## src/rtl/alu_seq_pkg.sv

```systemverilog
// Shared types and constants for the alu_seq instruction sequencer.
// The instruction word layout and the ctrl encodings live here so every file agrees on them.
package alu_seq_pkg;

    localparam int WIDTH        = 8;
    localparam int IWIDTH       = 8;
    localparam int SOURCES      = 4;
    localparam int CHOICE_WIDTH = $clog2(SOURCES);
    localparam int ADDR_WIDTH   = 8;
    localparam int PC_WIDTH     = 6;
    localparam int STACK_DEPTH  = 4;
    localparam int INSTR_WIDTH  = 41;

    localparam int OP_MSB    = 40;
    localparam int OP_LSB    = 33;
    localparam int SRC1C_MSB = 32;
    localparam int SRC1C_LSB = 31;
    localparam int SRC2C_MSB = 30;
    localparam int SRC2C_LSB = 29;
    localparam int DESTC_MSB = 28;
    localparam int DESTC_LSB = 27;
    localparam int CTRL_MSB  = 26;
    localparam int CTRL_LSB  = 24;
    localparam int SRC1_MSB  = 23;
    localparam int SRC1_LSB  = 16;
    localparam int SRC2_MSB  = 15;
    localparam int SRC2_LSB  = 8;
    localparam int DEST_MSB  = 7;
    localparam int DEST_LSB  = 0;

    // dest_choice value the datapath treats as "write nothing"
    localparam logic [CHOICE_WIDTH-1:0] DEST_NONE = {CHOICE_WIDTH{1'b1}};

    localparam logic [2:0] CTRL_EXEC = 3'b000;
    localparam logic [2:0] CTRL_JMP  = 3'b001;
    localparam logic [2:0] CTRL_JZ   = 3'b010;
    localparam logic [2:0] CTRL_JNZ  = 3'b011;
    localparam logic [2:0] CTRL_CALL = 3'b100;
    localparam logic [2:0] CTRL_RET  = 3'b101;
    localparam logic [2:0] CTRL_HALT = 3'b110;
    localparam logic [2:0] CTRL_NOP  = 3'b111;

    typedef enum logic [2:0] {
        IDLE,
        FETCH,
        DECODE,
        EXEC,
        HALT,
        FAULT
    } state_t;

endpackage

```

## src/rtl/alu_seq_if.sv

```systemverilog
// Bundle of the sequencer's control, instruction-fetch and datapath-control signals.
// The master modport is the sequencer; the slave modport is memory plus datapath.
interface alu_seq_if;
    import alu_seq_pkg::*;

    logic                    start;
    logic [PC_WIDTH-1:0]     imem_addr;
    logic                    imem_req;
    logic                    imem_valid;
    logic [INSTR_WIDTH-1:0]  imem_data;
    logic [IWIDTH-1:0]       op_code;
    logic [ADDR_WIDTH-1:0]   source1;
    logic [ADDR_WIDTH-1:0]   source2;
    logic [ADDR_WIDTH-1:0]   destination;
    logic [CHOICE_WIDTH-1:0] source1_choice;
    logic [CHOICE_WIDTH-1:0] source2_choice;
    logic [CHOICE_WIDTH-1:0] dest_choice;
    logic                    push;
    logic                    pop;
    logic [PC_WIDTH-1:0]     instr_addr;
    logic                    zero_flag;
    logic                    flag_rst;
    logic                    busy;
    logic                    halted;
    logic                    fault;

    modport master (
        input  start, imem_valid, imem_data, zero_flag,
        output imem_addr, imem_req, op_code, source1, source2, destination,
               source1_choice, source2_choice, dest_choice, push, pop,
               instr_addr, flag_rst, busy, halted, fault
    );

    modport slave (
        output start, imem_valid, imem_data, zero_flag,
        input  imem_addr, imem_req, op_code, source1, source2, destination,
               source1_choice, source2_choice, dest_choice, push, pop,
               instr_addr, flag_rst, busy, halted, fault
    );

endinterface

```

## src/rtl/alu_seq_ret_stack.sv

```systemverilog
// Return-address stack for CALL/RET: DEPTH entries of WIDTH bits, with full/empty status.
// The caller must not push when full or pop when empty.
module ret_stack #(
    parameter int DEPTH = 4,
    parameter int WIDTH = 6
) (
    input  logic             clk,
    input  logic             rst,
    input  logic             push,
    input  logic             pop,
    input  logic [WIDTH-1:0] push_data,
    output logic [WIDTH-1:0] top_data,
    output logic             full,
    output logic             empty
);
    localparam int PTR_WIDTH = $clog2(DEPTH + 1);
    localparam int IDX_WIDTH = $clog2(DEPTH);

    logic [WIDTH-1:0]     mem [DEPTH];
    logic [PTR_WIDTH-1:0] sp;
    logic [IDX_WIDTH-1:0] wr_idx;
    logic [IDX_WIDTH-1:0] top_idx;

    assign wr_idx   = sp[IDX_WIDTH-1:0];
    assign top_idx  = wr_idx - IDX_WIDTH'(1);
    assign top_data = mem[top_idx];
    assign full     = (sp == PTR_WIDTH'(DEPTH));
    assign empty    = (sp == '0);

    always_ff @(posedge clk or negedge rst) begin
        if (!rst) begin
            sp <= '0;
            for (int i = 0; i < DEPTH; i++) begin
                mem[i] <= '0;
            end
        end else if (push && !full) begin
            mem[wr_idx] <= push_data;
            sp          <= sp + PTR_WIDTH'(1);
        end else if (pop && !empty) begin
            sp <= sp - PTR_WIDTH'(1);
        end
    end

endmodule

```

## src/rtl/alu_seq.sv

```systemverilog
// Instruction sequencer: fetches 41-bit words, presents their fields to the datapath over
// DECODE/EXEC, and resolves jumps, calls, returns, halt and fault.
module alu_seq
    import alu_seq_pkg::*;
(
    input logic       clk,
    input logic       rst,
    alu_seq_if.master bus
);
    state_t                  state, state_next;
    logic [PC_WIDTH-1:0]     pc, pc_next, pc_inc, jump_pc, ret_addr;
    logic [INSTR_WIDTH-1:0]  ir;
    logic [2:0]              ctrl;
    logic [ADDR_WIDTH-1:0]   ir_dest;
    logic                    flag_rst_q;
    logic                    stack_push, stack_pop, stack_full, stack_empty;

    assign ctrl    = ir[CTRL_MSB:CTRL_LSB];
    assign ir_dest = ir[DEST_MSB:DEST_LSB];
    assign jump_pc = ir_dest[PC_WIDTH-1:0];
    assign pc_inc  = pc + PC_WIDTH'(1);

    assign bus.push       = stack_push;
    assign bus.pop        = stack_pop;
    assign bus.instr_addr = pc;
    assign bus.flag_rst   = flag_rst_q;

    ret_stack #(
        .DEPTH (STACK_DEPTH),
        .WIDTH (PC_WIDTH)
    ) u_ret_stack (
        .clk       (clk),
        .rst       (rst),
        .push      (stack_push),
        .pop       (stack_pop),
        .push_data (pc_inc),
        .top_data  (ret_addr),
        .full      (stack_full),
        .empty     (stack_empty)
    );

    // flag_rst rests high in reset and pulses for the first FETCH cycle after a restart from HALT
    always_ff @(posedge clk or negedge rst) begin
        if (!rst) begin
            state      <= IDLE;
            pc         <= '0;
            ir         <= '0;
            flag_rst_q <= 1'b1;
        end else begin
            state      <= state_next;
            pc         <= pc_next;
            flag_rst_q <= (state == HALT) && bus.start;
            if (state == FETCH && bus.imem_valid) begin
                ir <= bus.imem_data;
            end
        end
    end

    always_comb begin
        state_next         = state;
        pc_next            = pc;
        stack_push         = 1'b0;
        stack_pop          = 1'b0;
        bus.imem_req       = 1'b0;
        bus.imem_addr      = '0;
        bus.op_code        = '0;
        bus.source1        = '0;
        bus.source2        = '0;
        bus.destination    = '0;
        bus.source1_choice = '0;
        bus.source2_choice = '0;
        bus.dest_choice    = DEST_NONE;
        bus.busy           = 1'b0;
        bus.halted         = 1'b0;
        bus.fault          = 1'b0;

        if (state == DECODE || state == EXEC) begin
            bus.op_code        = ir[OP_MSB:OP_LSB];
            bus.source1        = ir[SRC1_MSB:SRC1_LSB];
            bus.source2        = ir[SRC2_MSB:SRC2_LSB];
            bus.destination    = ir_dest;
            bus.source1_choice = ir[SRC1C_MSB:SRC1C_LSB];
            bus.source2_choice = ir[SRC2C_MSB:SRC2C_LSB];
        end

        case (state)
            IDLE: begin
                if (bus.start) state_next = FETCH;
            end
            FETCH: begin
                bus.busy      = 1'b1;
                bus.imem_req  = 1'b1;
                bus.imem_addr = pc;
                if (bus.imem_valid) state_next = DECODE;
            end
            DECODE: begin
                bus.busy   = 1'b1;
                state_next = EXEC;
            end
            EXEC: begin
                bus.busy   = 1'b1;
                state_next = FETCH;
                pc_next    = pc_inc;
                case (ctrl)
                    CTRL_EXEC: bus.dest_choice = ir[DESTC_MSB:DESTC_LSB];
                    CTRL_JMP:  pc_next = jump_pc;
                    CTRL_JZ:   if (bus.zero_flag)  pc_next = jump_pc;
                    CTRL_JNZ:  if (!bus.zero_flag) pc_next = jump_pc;
                    CTRL_CALL: begin
                        if (stack_full) begin
                            state_next = FAULT;
                            pc_next    = pc;
                        end else begin
                            stack_push = 1'b1;
                            pc_next    = jump_pc;
                        end
                    end
                    CTRL_RET: begin
                        if (stack_empty) begin
                            state_next = FAULT;
                            pc_next    = pc;
                        end else begin
                            stack_pop = 1'b1;
                            pc_next   = ret_addr;
                        end
                    end
                    CTRL_HALT: state_next = HALT;
                    default: ;
                endcase
            end
            HALT: begin
                bus.halted = 1'b1;
                if (bus.start) begin
                    pc_next    = '0;
                    state_next = FETCH;
                end
            end
            FAULT: begin
                bus.fault = 1'b1;
            end
            default: state_next = IDLE;
        endcase
    end

endmodule

```

## src/flat_wrapper.sv

```systemverilog
// flat-port wrapper written by rule: the top's interface ports become plain ports
module alu_seq_flat import alu_seq_pkg::*;
  (clk, rst, bus_start, bus_imem_valid, bus_imem_data, bus_zero_flag, bus_imem_addr, bus_imem_req, bus_op_code, bus_source1, bus_source2, bus_destination, bus_source1_choice, bus_source2_choice, bus_dest_choice, bus_push, bus_pop, bus_instr_addr, bus_flag_rst, bus_busy, bus_halted, bus_fault);
  alu_seq_if bus_i ();
  input logic clk;
  input logic rst;
  input wire logic [$bits(bus_i.start)-1:0] bus_start;
  input wire logic [$bits(bus_i.imem_valid)-1:0] bus_imem_valid;
  input wire logic [$bits(bus_i.imem_data)-1:0] bus_imem_data;
  input wire logic [$bits(bus_i.zero_flag)-1:0] bus_zero_flag;
  output wire logic [$bits(bus_i.imem_addr)-1:0] bus_imem_addr;
  output wire logic [$bits(bus_i.imem_req)-1:0] bus_imem_req;
  output wire logic [$bits(bus_i.op_code)-1:0] bus_op_code;
  output wire logic [$bits(bus_i.source1)-1:0] bus_source1;
  output wire logic [$bits(bus_i.source2)-1:0] bus_source2;
  output wire logic [$bits(bus_i.destination)-1:0] bus_destination;
  output wire logic [$bits(bus_i.source1_choice)-1:0] bus_source1_choice;
  output wire logic [$bits(bus_i.source2_choice)-1:0] bus_source2_choice;
  output wire logic [$bits(bus_i.dest_choice)-1:0] bus_dest_choice;
  output wire logic [$bits(bus_i.push)-1:0] bus_push;
  output wire logic [$bits(bus_i.pop)-1:0] bus_pop;
  output wire logic [$bits(bus_i.instr_addr)-1:0] bus_instr_addr;
  output wire logic [$bits(bus_i.flag_rst)-1:0] bus_flag_rst;
  output wire logic [$bits(bus_i.busy)-1:0] bus_busy;
  output wire logic [$bits(bus_i.halted)-1:0] bus_halted;
  output wire logic [$bits(bus_i.fault)-1:0] bus_fault;
  assign bus_i.start = bus_start;
  assign bus_i.imem_valid = bus_imem_valid;
  assign bus_i.imem_data = bus_imem_data;
  assign bus_i.zero_flag = bus_zero_flag;
  assign bus_imem_addr = bus_i.imem_addr;
  assign bus_imem_req = bus_i.imem_req;
  assign bus_op_code = bus_i.op_code;
  assign bus_source1 = bus_i.source1;
  assign bus_source2 = bus_i.source2;
  assign bus_destination = bus_i.destination;
  assign bus_source1_choice = bus_i.source1_choice;
  assign bus_source2_choice = bus_i.source2_choice;
  assign bus_dest_choice = bus_i.dest_choice;
  assign bus_push = bus_i.push;
  assign bus_pop = bus_i.pop;
  assign bus_instr_addr = bus_i.instr_addr;
  assign bus_flag_rst = bus_i.flag_rst;
  assign bus_busy = bus_i.busy;
  assign bus_halted = bus_i.halted;
  assign bus_fault = bus_i.fault;
  alu_seq u_core (.clk(clk), .rst(rst), .bus(bus_i));
endmodule
```

## config.mk

```make
export PLATFORM = sky130hd
export DESIGN_NAME = alu_seq_flat
export DESIGN_NICKNAME = d
export VERILOG_FILES = /design/src/rtl/alu_seq_pkg.sv /design/src/rtl/alu_seq_if.sv /design/src/rtl/alu_seq_ret_stack.sv /design/src/rtl/alu_seq.sv /design/src/flat_wrapper.sv
export SDC_FILE = /design/constraint.sdc
export NUM_CORES = 1
export LEC_CHECK = 0
export CORE_ASPECT_RATIO = 0.6
export CORE_MARGIN = 4
export CORE_UTILIZATION = 54
export DETAILED_ROUTE_END_ITERATION = 8
export PLACE_DENSITY = 0.86
export SETUP_SLACK_MARGIN = 0.15
export SLEW_MARGIN = 20
export SYNTH_ARGS = -nofsm -noshare
export SYNTH_HDL_FRONTEND = slang
export SYNTH_SLANG_ARGS = --single-unit
```

## constraint.sdc

```tcl
create_clock -name clk -period 5.3 [get_ports clk]
set_input_delay 1.59 -clock clk [delete_from_list [all_inputs] [get_ports clk]]
set_output_delay 1.59 -clock clk [all_outputs]
set_load 0.01 [all_outputs]
```

==> parameters.txt <==
Parameter                              Value

Clocking
  Clock-pin slew reported for the worst setup and hold paths after clock tree synthesis ... 0.06 ns
  Num Clock Sinks ... 78
  Setup Buffers After CTS ... 0
  Number of cells upsized or downsized after cts ... 0
  Depth of the CTS H-tree ... 3
  Number of CTS-inserted buffers ... 9
  Number of buffers added to fix hold violations after cts ... 0
  Worst-skew pair later-pin latency ... 0.34 ns
  Max Buffers Root-to-Sink ... 2
  CTS tree ... yes
  CTS Root Cell ... clkbuf_16

Logic synthesis
  Area leader, netlist ... dfrtp_1
  Proportion of synthesized chip area in sequential cells ... 47.0%
  Share of the synthesized area in the top cell type ... 46.4%
  Fraction of registers with async set or reset after synthesis ... 100%
  Cell area after synthesis ... 4150 um^2
  Synthesis warning total ... 0
  Syn_area_per_cell ... 10.4 um^2
  Cell count after synthesis ... 401
  Predominant post-synthesis flop cell ... dfrtp_1
  Top-count cell post-synth ... dfrtp_1
  Total nets after synthesis ... roughly 450
  Top area cells in the synthesized netlist ... dfrtp_1 (46%), mux2_2 (11%), and2_1 (6.6%)
  Number of storage elements in the synthesis netlist ... 78
  Count of flip-flops with a built-in enable after synthesis ... 0
  Ranking of synthesized cells by instance count ... dfrtp_1 (77), and2_1 (44), nand2_1 (44)
  Distinct cell type count after synthesis ... 53

GRT
  Number of antenna violations at the first check in global routing ... 0
  Maximum number of pins on one net before global-route repair ... slightly below 80
  Via count of the first global-routing pass ... between 3000 and 4000
  Global-route usage over all layers ... 23.7%
  Global-route wire length before repair ... 17300 um
  GR Overflow Total ... 0

Finish
  Area used by multi-input combinational logic ... between 1500 and 2000 um^2
  Final Net Count ... 538
  Area added between synthesis and finish ... 32.2%
  Storage element area ... 1950 um^2
  Share of post-route cells with drive strength above 1 ... 14.3%
  N_diodes ... 0
  Fill cell count ... 525

Critical path
  Type of the setup path with the least slack ... reg2out
  Endpoint required time on the critical path ... 3.71 ns
  Data arrival time of the critical path ... 2.54 ns
  Worst-path fanout max ... 9
  Type of element launching the critical path ... flip-flop
  Critical path capture point type ... primary output
  Register-to-register path setup slack ... 2.65 ns

STA
  Fin. Hold Viols ... 0
  Max-slew headroom at the worst pin ... 34.4%
  RSZ-0062 raised after global routing ... no
  Final clock skew ... 0.00799 ns
  Final critical-path required period ... 4.13 ns
  Hold Slack ... just under 0.5 ns
  Total of endpoints with negative setup slack in the final report ... 0
  Final period util ... 78.0%
  Maximum achievable frequency ... 0.242 GHz
  Number of max-slew violations in the final report ... 0
  Transition time at the pin with the least slew margin ... 0.984 ns
  Summed negative setup slack over all endpoints ... 0 ns

Floorplanning
  Core region area ... 7360 um^2
  Starting density of the core ... between 50 and 60%
  Number of ports placed on the die boundary ... roughly 100
  Die Area ... 9210 um^2
  Num rows ... 24
  Die boundary width ... 121 um
  Die Y-Extent ... 75.9 um

Pwr
  Power per cell area ... slightly above 600 nW/um^2
  Leak Pwr ... 2.29 nW
  Worst ir drop on vdd ... 0.305 mV

Routing
  Highest routing layer actually used ... met4
  Drt pass-1 iters ... 4
  Mean number of vias per cell ... 5.59
  Routed wire length per instance ... 17.4 um
  Initial DRC Count ... 367
  Wire length after detailed routing ... between 10000 and 15000 um
  Detailed-route wire length on metal 1 ... 4780 um
  Number of remaining DRC errors ... 0
  Antenna Nets Post-Route ... 0
  Sum of met2 wire segment lengths after detailed routing ... 4610 um
  Routed vias ... between 3000 and 4000
  Detailed-routed wire length on met3 ... 828 um

Hold path
  Class of the worst hold path ... reg2reg

Placement
  PortBufs ... 102
  DP HPWL ... 7270 um
  Routability congestion estimate ... 0.864

Job
  Maxcap violations ... 0

Status
  Status ... finished, final reports clean
critical path: stages (launching register included):
cell and delay, ns:
dfrtp_1 0.63, inv_1 0.20, ha_1 0.32, nand2_1 0.10, and4_1 0.37, clkdlybuf4s50_1 0.60
stage by stage:
stage               area [um^2]  utilization, %  setup slack, ns  std cells  power [mW]
global route               5490            74.6            0.936        594        3.65
global placement           5130            69.7             1.46        579        2.61
floorplan                  4150               -             2.37        401        2.09
finish                     5490            74.6             1.17        594        3.42
CTS                        5480            74.5             1.07        594        3.42
detailed placement         5130            69.7             1.47        579        2.67
final timing paths:
check	start	to	cells past startpoint
worst max-delay path	u_core.u_ret_stack.sp[0]	bus_push	5
worst min-delay path	u_core.u_ret_stack.mem[18]	u_core.u_ret_stack.mem[18]	2
worst max register to register	u_core.state[0]	u_core.ir[27]	3
worst min register to register	u_core.u_ret_stack.mem[18]	u_core.u_ret_stack.mem[18]	2
max in group asynchronous	rst	u_core.ir[5]	1
min in group asynchronous	rst	u_core.u_ret_stack.mem[15]	1
metal layers:
metal,vias up,GRT usage [%]
li1,1561,-
met4,0,6.60
met3,12,7.89
met5,-,0
met2,120,34.6
met1,1628,33.9
layout make-up:
| type | count | share of cell area [%] |
|---|---|---|
| clock inverter | 3 | 1.64 |
| sequential | 78 | 35.6 |
| clock buffer | 12 | 4.85 |
| multi-input combinational | 286 | 36.3 |
| tap | 104 | 2.37 |
| inverter | 9 | 0.615 |
| timing repair buffer | 102 | 18.6 |
power breakdown:
part | switching (mW) | total (mW) | internal [mW]
clock | 0.239 | 0.735 | 0.496
combinational | 0.713 | 1.54 | 0.830
sequential | 0.284 | 1.15 | 0.863
total | 1.24 | 3.42 | 2.19
cell families (layout without fill, tap and decap cells):
| logic type | Yosys count | in the layout | share of synthesized area (%) |
|---|---|---|---|
| AND/OR/NAND/NOR | 149 | 149 | 19.2 |
| multiplexers | 51 | 51 | 15.0 |
| flip-flops | 78 | 78 | 47.0 |
| AO/OA/AOI/OAI | 72 | 72 | 9.94 |
| buffers and inverters | 37 | 126 | 5.15 |
| adder cells (fa/ha/maj) | 7 | 7 | 2.23 |
| XOR/XNOR | 7 | 7 | 1.48 |
flip-flops by register name, indices dropped and copies added (netlist names):
| signal | cells |
|---|---|
| u_core.ir | 41 |
| u_core.bus.instr_addr | 6 |
| u_core.state | 3 |
| u_core.bus.flag_rst | 1 |
| u_core.u_ret_stack.sp | 3 |
| u_core.u_ret_stack.mem | 24 |
cells in the final DEF (no fill, tap or decap), types with 2 or more instances in the layout:
master,netlist,layout
nand2_2,3,3
nand3_1,6,6
nand2b_1,3,3
and3b_1,2,2
xnor2_1,4,4
mux2_2,39,39
nor2b_1,9,8
o22ai_1,6,6
ha_1,5,5
or4_1,2,2
mux2i_1,5,5
clkbuf_8,0,3
o21ai_1,16,16
mux4_2,4,4
o21ai_0,23,23
a21oi_1,12,12
mux2_4,3,3
nor2_1,17,17
nor3_1,4,4
and4_1,2,2
or3_1,3,3
clkbuf_16,0,9
and2_1,44,43
nand3b_1,2,2
nand2_1,44,44
a41oi_1,2,2
nand4_1,2,2
bufinv_16,0,3
xor2_1,3,3
a31oi_1,2,2
inv_1,9,9
dfrtp_1,77,77
clkdlybuf4s50_1,0,101
o31ai_1,2,2
(Power assumes the default switching activity.)
